===== src/rtl/imem_loader_pkg.sv =====
// Shared definitions for the instruction-memory loader: instruction encodings,
// loader state encoding, fetch output selection and the NOP word.
package imem_loader_pkg;

    localparam int M_DEF = 4;
    localparam int P_DEF = 6;
    localparam int W_DEF = 4 + 2 * M_DEF;

    typedef enum logic [3:0] {
        OP_ADD = 4'h0,
        OP_SUB = 4'h1,
        OP_AND = 4'h2,
        OP_OR  = 4'h3,
        OP_LD  = 4'h4,
        OP_ST  = 4'h5,
        OP_JMP = 4'h6,
        OP_NOP = 4'hF
    } opcode_t;

    typedef enum logic [1:0] {
        ST_EMPTY,
        ST_LOADING,
        ST_RUN,
        ST_ERROR
    } loader_state_t;

    // Source driving instruction_out after each fetch edge.
    typedef enum logic [1:0] {
        SEL_ZERO,
        SEL_NOP,
        SEL_MEM
    } fetch_sel_t;

    localparam logic [W_DEF-1:0] NOP_WORD = {OP_NOP, {(2 * M_DEF){1'b0}}};

endpackage


===== src/rtl/imem_loader_sp_ram.sv =====
// Simple dual-port instruction RAM: one synchronous write port and one
// synchronous read port with enable; read data holds while re is low.
module imem_sp_ram #(
    parameter int DW = 12,
    parameter int AW = 6
) (
    input  logic          clk,
    input  logic          we,
    input  logic [AW-1:0] waddr,
    input  logic [DW-1:0] wdata,
    input  logic          re,
    input  logic [AW-1:0] raddr,
    output logic [DW-1:0] rdata
);

    logic [DW-1:0] mem [2**AW];

    always_ff @(posedge clk) begin
        if (we) begin
            mem[waddr] <= wdata;
        end
        if (re) begin
            rdata <= mem[raddr];
        end
    end

endmodule


===== src/rtl/imem_loader.sv =====
// Instruction-memory responder with a word-serial program load port; holds the
// CPU in reset until a complete program is resident.
//
// Load handshake: a word transfers on a rising clk edge where load_valid and
// load_ready are both high; load_data/load_last are sampled on that edge only.
module imem_loader
    import imem_loader_pkg::*;
#(
    parameter int M = 4,
    parameter int P = 6,
    parameter int W = 4 + 2 * M
) (
    input  logic         clk,
    input  logic         rst_n,
    input  logic         en_read_instr,
    input  logic [P-1:0] read_address_instr,
    output logic [W-1:0] instruction_out,
    input  logic         load_start,
    input  logic         load_valid,
    input  logic         load_last,
    input  logic [W-1:0] load_data,
    output logic         load_ready,
    output logic         cpu_rst_n,
    output logic         load_done,
    output logic         load_error
);

    localparam int DEPTH = 1 << P;
    localparam logic [W-1:0] NOP_W = {OP_NOP, {(W - 4){1'b0}}};

    loader_state_t state, state_next;
    fetch_sel_t    fetch_sel;
    logic [P-1:0]  wr_addr;
    logic [P:0]    word_count;
    logic          accept;
    logic          fetch_hit;
    logic [W-1:0]  ram_rdata;

    assign accept    = (state == ST_LOADING) && load_valid;
    assign fetch_hit = ({1'b0, read_address_instr} < word_count);

    always_comb begin
        state_next = state;
        case (state)
            ST_EMPTY: begin
                if (load_start) state_next = ST_LOADING;
            end
            ST_LOADING: begin
                // load_start is deliberately ignored mid-load.
                if (accept) begin
                    if (load_last) begin
                        state_next = ST_RUN;
                    end else if (wr_addr == P'(DEPTH - 1)) begin
                        state_next = ST_ERROR;
                    end
                end
            end
            ST_RUN: begin
                if (load_start) state_next = ST_LOADING;
            end
            ST_ERROR: begin
                if (load_start) state_next = ST_LOADING;
            end
            default: state_next = ST_EMPTY;
        endcase
    end

    always_ff @(posedge clk or negedge rst_n) begin
        if (!rst_n) begin
            state      <= ST_EMPTY;
            wr_addr    <= '0;
            word_count <= '0;
            load_ready <= 1'b0;
            cpu_rst_n  <= 1'b0;
            load_done  <= 1'b0;
            load_error <= 1'b0;
        end else begin
            state      <= state_next;
            load_ready <= (state_next == ST_LOADING);
            cpu_rst_n  <= (state_next == ST_RUN);
            load_done  <= (state_next == ST_RUN);
            load_error <= (state_next == ST_ERROR);
            if ((state != ST_LOADING) && (state_next == ST_LOADING)) begin
                wr_addr <= '0;
            end else if (accept) begin
                wr_addr <= wr_addr + 1'b1;
            end
            if (accept && load_last) begin
                word_count <= {1'b0, wr_addr} + (P + 1)'(1);
            end
        end
    end

    // Output select is registered alongside the RAM read so both line up.
    always_ff @(posedge clk or negedge rst_n) begin
        if (!rst_n) begin
            fetch_sel <= SEL_ZERO;
        end else if (state != ST_RUN) begin
            fetch_sel <= SEL_ZERO;
        end else if (en_read_instr) begin
            fetch_sel <= fetch_hit ? SEL_MEM : SEL_NOP;
        end
    end

    imem_sp_ram #(
        .DW(W),
        .AW(P)
    ) u_ram (
        .clk   (clk),
        .we    (accept),
        .waddr (wr_addr),
        .wdata (load_data),
        .re    (en_read_instr && (state == ST_RUN) && fetch_hit),
        .raddr (read_address_instr),
        .rdata (ram_rdata)
    );

    always_comb begin
        instruction_out = '0;
        case (fetch_sel)
            SEL_MEM:  instruction_out = ram_rdata;
            SEL_NOP:  instruction_out = NOP_W;
            default:  instruction_out = '0;
        endcase
    end

endmodule


===== config.mk =====
export PLATFORM = sky130hd
export DESIGN_NAME = imem_loader
export DESIGN_NICKNAME = d
export VERILOG_FILES = /design/src/rtl/imem_loader_pkg.sv /design/src/rtl/imem_loader_sp_ram.sv /design/src/rtl/imem_loader.sv
export SDC_FILE = /design/constraint.sdc
export NUM_CORES = 1
export LEC_CHECK = 0
export ABC_AREA = 1
export BUFFER_PORTS_ARGS = -buffer_cell sky130_fd_sc_hd__buf_4
export CAP_MARGIN = 20
export CORE_MARGIN = 3
export CORE_UTILIZATION = 35
export CTS_CLUSTER_DIAMETER = 100
export CTS_CLUSTER_SIZE = 30
export DETAILED_ROUTE_END_ITERATION = 16
export MAX_ROUTING_LAYER = met4
export SETUP_SLACK_MARGIN = 0.3
export SLEW_MARGIN = 20
export SYNTH_ARGS = -nofsm -noshare
export SYNTH_HDL_FRONTEND = slang
export SYNTH_SLANG_ARGS = --single-unit

===== constraint.sdc =====
create_clock -name clk -period 2.61 [get_ports clk]
set_clock_uncertainty 0.05 [all_clocks]
set_input_delay 0.3915 -clock clk [delete_from_list [all_inputs] [get_ports clk]]
set_output_delay 0.3915 -clock clk [all_outputs]
set_load 0.005 [all_outputs]

# After elaboration in Yosys (flattened, before gate mapping)
# Memory sizes are Yosys's and may differ from the RTL's. A register that Yosys moved wholly into a read port is not among the register bits.
# Index checks and enable logic that the tools add are counted.
# Widths: inputs -> output; s select.
dict set report classes {
  n_addsub 2
  magnitude_cmp 1
  n_eq_ne 11
  n_mux 13
  n_reduce_logical 9
}
# cell n
set op_table {}
lappend op_table {{$pmux 12 s2} 1}
lappend op_table {{$mux 2} 7}
lappend op_table {{$mux 6} 2}
lappend op_table {{$eq 2x2->1 const B} 5}
lappend op_table {{$add 6x1->7 const B} 1}
lappend op_table {{$lt 6x7->1} 1}
lappend op_table {{$add 6x1->6 const B} 1}
lappend op_table {{$eq 2x1->1 const B} 3}
lappend op_table {{$eq 6x6->1 const B} 1}
lappend op_table {{$logic_and 1x1->1} 5}
lappend op_table {{$pmux 2 s2} 1}
lappend op_table {{$reduce_bool 2->1} 2}
lappend op_table {{$reduce_or 3->1} 1}
lappend op_table {{$logic_not 2->1} 1}
lappend op_table {{$mux 1} 2}
lappend op_table {{$ne 2x1->1 const B} 1}
lappend op_table {{$ne 2x2->1 const B} 1}
dict set report totals {
  ff_bits 20
  ramBits 768
  input_bits 24
  out_inout_bits 16
  elab_cells 44
  memories 1
}
# memory depth word_bits read_ports rd_ports_with_merged_regs write_ports line_no
set memory_table {}
lappend memory_table {u_ram.mem 64 12 1 1 1 imem_loader_sp_ram.sv:16} ;# logic [DW-1:0] mem [2**AW];

# Depth between registers and ports, before layout
dict set report logic_depth {
  depth_word 8
  ltp_mapped 12
}

# Cells and area by module
# Synthesis repeated with hierarchy kept, for this count alone.
dict set report unflattened {
  cells_unflattened 2825
  hier_area_um2 33045.4
}
# mod instances cells_per_inst area_each_um2
set modules_own_cells {}
lappend modules_own_cells {imem_sp_ram 1 2661 31795.5}
lappend modules_own_cells {imem_loader 1 164 1249.9}

# Worst setup path after synthesis
# Ideal clock, no wire load.
dict set report synth_path {
  kind {flip-flop to flip-flop}
  from {reg wr_addr[0]}
  to {mem u_ram.mem[15][0], enable pin}
  setup_ns 0.396
  arrival_time_ns 1.782
  path_slack_ns 0.381
  stages_incl_launch_ff 6
  path_buffers 1
  cell_sequence {dfrtp_1 clkbuf_1 nand3_1 nor2_1 nand2_1 nor3_1}
}
# item line_no
set synth_rtl {}
lappend synth_rtl {{start: declaration} imem_loader.sv:33} ;# logic [P-1:0] wr_addr;
lappend synth_rtl {{start signal: assignment} imem_loader.sv:86} ;# wr_addr <= wr_addr + 1'b1;
lappend synth_rtl {{end: declaration} imem_loader_sp_ram.sv:16}
# Straight into the memory's write port.

# Worst setup path in the final report
dict set report layout_path {
  from {reg fetch_sel[0]}
  to {out instruction_out[5]}
}
dict set report layout_via {
  elab_chain_cells 2
  elab_cells_between_ends 3
  classes_between {eq/ne: 2; mux: 1}
}
# item line_no
set layout_lines {}
lappend layout_lines {{start: declaration} imem_loader.sv:32} ;# fetch_sel_t fetch_sel;
lappend layout_lines {{start signal: assignment} imem_loader.sv:101} ;# fetch_sel <= fetch_hit ? SEL_MEM : SEL_NOP;
lappend layout_lines {{$eq 2x1->1 / $eq 2x2->1 (equally long branches)} imem_loader.sv:120} ;# case (fetch_sel)
lappend layout_lines {{$pmux 12 s2 *} imem_loader.sv:120}
lappend layout_lines {{end: declaration} imem_loader.sv:17} ;# output logic [W-1:0] instruction_out,
# Mark *: on every way between the ends. The rest lies on a longest branch, timed or not.

==> out/metrics.csv <==
stage,metric,value,unit
synth,"FFs w/ async S/R, synth",0.0250,
worst_setup_path,R2R Setup Slk,0.48,ns
clock_network,CTS tree,done,
finish,Fillers,8922,
worst_setup_path,startpoint types,flop,
detailed_routing,drt drc,0,
floorplanning,Core Region,92500,um^2
worst_setup_path,critical-path cell list,"inv_2, ha_4, buf_4, nand2_1, nor2_1, buf_4",
worst_setup_path,path depth of the worst reg2reg path,8,
global_routing,initial antenna violation count,1,
synth,cell area after synthesis,32900,um^2
finish,"commonest cells after routing, fill and taps aside","nand2_1 (1010), edfxtp_1 (780), nand3_1 (661)",
worst_setup_path,CP peak stage delay,0.41,ns
detailed_routing,routed length per instance,20.9,um
detailed_routing,final WL,86.0,mm
clock_network,Clock transition at path regs,0.13,ns
floorplanning,Die X,313,um
synth,XOR/XNOR Fraction of Synth Area,0.000532,
synth,post-synth top area share,0.711,
timing,Worst-Margin Slew,0.886,ns
clock_network,Clock Tree Buf Depth,3,
power_and_ir_drop,Cell Pwr Density,627,nW/um^2
worst_setup_path,Worst Path Required,2.17,ns
worst_setup_path,Critical Path AT,1.98,ns
floorplanning,Starting Density,0.356,
worst_setup_path,worst r2r src,state[1],
floorplanning,I/O pins,40,
finish,"commonest non-fill, non-tap cell in the layout",nand2_1,
synth,Post-Synth Adder-Cell Area,0.00304,
clock_network,worst skew pair latency,0.65,ns
finish,Area Growth Syn to Fin,9.43,%
placed_design,Cells after DPL,4040,
detailed_routing,via count,21000,
placed_design,gpl congestion,0.900,
synth,syn nets,2838,
clock_network,Clock Tree Root,clkbuf_16,
timing,final setup vio count,0,
timing,Tcrit/Tclk final,0.928,
global_routing,largest net degree at the start of global routing,125,
global_routing,final global-route overflow total,0,
timing,setup TNS,0,ns
finish,final instance area,36100,um^2
detailed_routing,via/cell ratio,5.13,
detailed_routing,drt first pass iters,5,
clock_network,Max H-tree Level,1,
floorplanning,DIE AREA,97900,um^2
placed_design,Post-DP Area,35000,um^2
worst_setup_path,CP endpoint,instruction_out[5],
finish,non-filler instance count after layout,4106,
synth,synth top area cells,"edfxtp_1 (71%), nand2_1 (12%), nand3_1 (10%)",
timing,Max Clock Freq,413,MHz
detailed_routing,post-route ant nets,0,
synth,ys flop type,edfxtp_1,
placed_design,I/O Buffers,39,
synth,yosys warns,0,
synth,Mapped Avg Cell Area,11.7,um^2
clock_network,CTS Buf Count,30,
run_status,status,finished clean,
worst_setup_path,critical path class,reg2out,
hold_path,WHS Path Cells,4,
finish,fin util,0.390,
finish,Nets,2871,
synth,complex-gate fraction of the synthesized area,0.00349,
floorplanning,die height,313,um
clock_network,clk sink count,800,
synth,leading area contributor after synthesis,edfxtp_1,
placed_design,hpwl dp,49.9,mm
finish,share of layout cells above drive strength 1,0.0870,
synth,sequential area share after synthesis,0.726,
floorplanning,row cnt,111,
synth,main combinational cell family by area after synthesis,simple AND/OR/NAND/NOR gates,
timing,max_slew headroom,0.409,
power_and_ir_drop,Worst IR Drop VDD,512,uV
hold_path,hold crit path type,in2reg,
synth,Synth Instances,2806,
timing,unrepaired setup endpoints after global routing,true,
synth,mux share of post-synthesis cell area,0,
worst_setup_path,CP max stage cell,dfrtp_1,
synth,Synth Area in Simple Gates,0.228,
timing,Fin. Hold Viols,0,
worst_setup_path,FF-to-FF End,u_ram.mem[43][10],
synth,Synth Register Bits,800,
global_routing,vias in the first global route,19500,
worst_setup_path,origin of the worst setup path,fetch_sel[0],
worst_setup_path,CP dominant cell by count,buf_4,
worst_setup_path,crit path max fanout,4,
finish,Antenna diodes,0,
global_routing,first-pass GRT wire length,127,mm
synth,"Distinct cells, synth",28,
detailed_routing,Starting DRT DRC Count,2340,
power_and_ir_drop,Pleak,0.0128,uW
timing,max-slew violations,0,
global_routing,GR Util All Layers,0.175,
job,Max-Cap Viols,0,
hold_path,worst hold start,load_start,
synth,"EDFF count, synth",780,
worst_setup_path,Critical Path End Type,output pin,
timing,crit path time final,2.42,ns
==> through the flow <==
stage	hold slack (ns)	total power (uW)	setup slack [ns]
CTS	0.0502	22700	0.199
global placement	0.250	16700	0.183
detailed placement	0.257	16700	0.163
floorplan	0.0459	15800	0.381
finish	0.0905	22600	0.189
global route	0.0875	23300	0.179
==> area by class of cell <==
| class | instances | area [um^2] | share of cell area |
|---|---|---|---|
| clock buffer | 53 | 858 | 0.0238 |
| multi-input combinational | 1803 | 7870 | 0.218 |
| timing repair buffer | 171 | 1670 | 0.0463 |
| tap | 1243 | 1560 | 0.0431 |
| sequential | 800 | 23900 | 0.664 |
| inverter | 33 | 143 | 0.00396 |
| clock inverter | 3 | 38.8 | 0.00108 |
==> layer usage <==
| layer | global-route usage | up-vias | routed length [um] |
|---|---|---|---|
| li1 | - | 9825 | - |
| met1 | 0.253 | 10400 | 38400 |
| met3 | 0.0221 | 93 | 6190 |
| met5 | - | - | 0 |
| met2 | 0.269 | 772 | 39900 |
| met4 | 0.0310 | 0 | 1540 |
==> critical path, delay by kind of cell (launching register included) <==
kind	cells	cell delay, ns
adder cells (fa/ha/maj)	1	0.15
AND/OR/NAND/NOR	2	0.36
flip-flops	1	0.41
buffers and inverters	3	0.42
==> cell usage after synthesis, types with 2 or more instances <==
cell type / n
a21oi_1: 3
o22ai_1: 4
nor3_1: 4
buf_6: 47
or2_2: 2
o21ai_0: 11
buf_2: 82
edfxtp_1: 780
clkbuf_1: 19
ha_1: 8
nand3_1: 662
nand4_1: 3
xor2_1: 2
inv_1: 29
buf_1: 8
inv_2: 2
nor2_1: 83
nand2_1: 1016
buf_4: 13
dfrtp_1: 20
==> worst min-delay path by stage <==
stage / endpoint / slack (ns)
after global routing: u_ram.mem[61][5] / 0.09
final: state[0] / 0.09
after floorplan: fetch_sel[0] / 0.05
after detailed placement: load_error / 0.26
after CTS: state[0] / 0.05
after global placement: load_done / 0.25
==> report_power, final <==
part / total [uW] / internal, uW / switching [uW] / leakage [uW]
clock: 6130 / 2370 / 3760 / 0.000428
sequential: 14300 / 14300 / 79.3 / 0.00728
combinational: 2130 / 598 / 1530 / 0.00508
==> cell families (layout without fill, tap and decap cells) <==
kind of cell | Yosys count | after routing
XOR/XNOR | 2 | 2
AO/OA/AOI/OAI | 21 | 21
flip-flops | 800 | 800
buffers and inverters | 203 | 260
AND/OR/NAND/NOR | 1772 | 1772
adder cells (fa/ha/maj) | 8 | 8
==> sequential cells by signal, summed over array words and instances (netlist names) <==
| signal | count |
|---|---|
| word_count | 7 |
| load_error | 1 |
| u_ram.rdata | 12 |
| u_ram.mem | 768 |
| wr_addr | 6 |
| load_done | 1 |
| state | 2 |
| fetch_sel | 2 |
| load_ready | 1 |
==> repair_timing <==
item                                    in CTS  in global routing
pin swaps                                    0                  2
hold buffers                                 2                  0
endpoints found under the setup margin     119                148
endpoints found under the hold margin       22                  0
resized for setup                           24                 19
setup buffers                                0                  8
(Power assumes the default switching activity.)
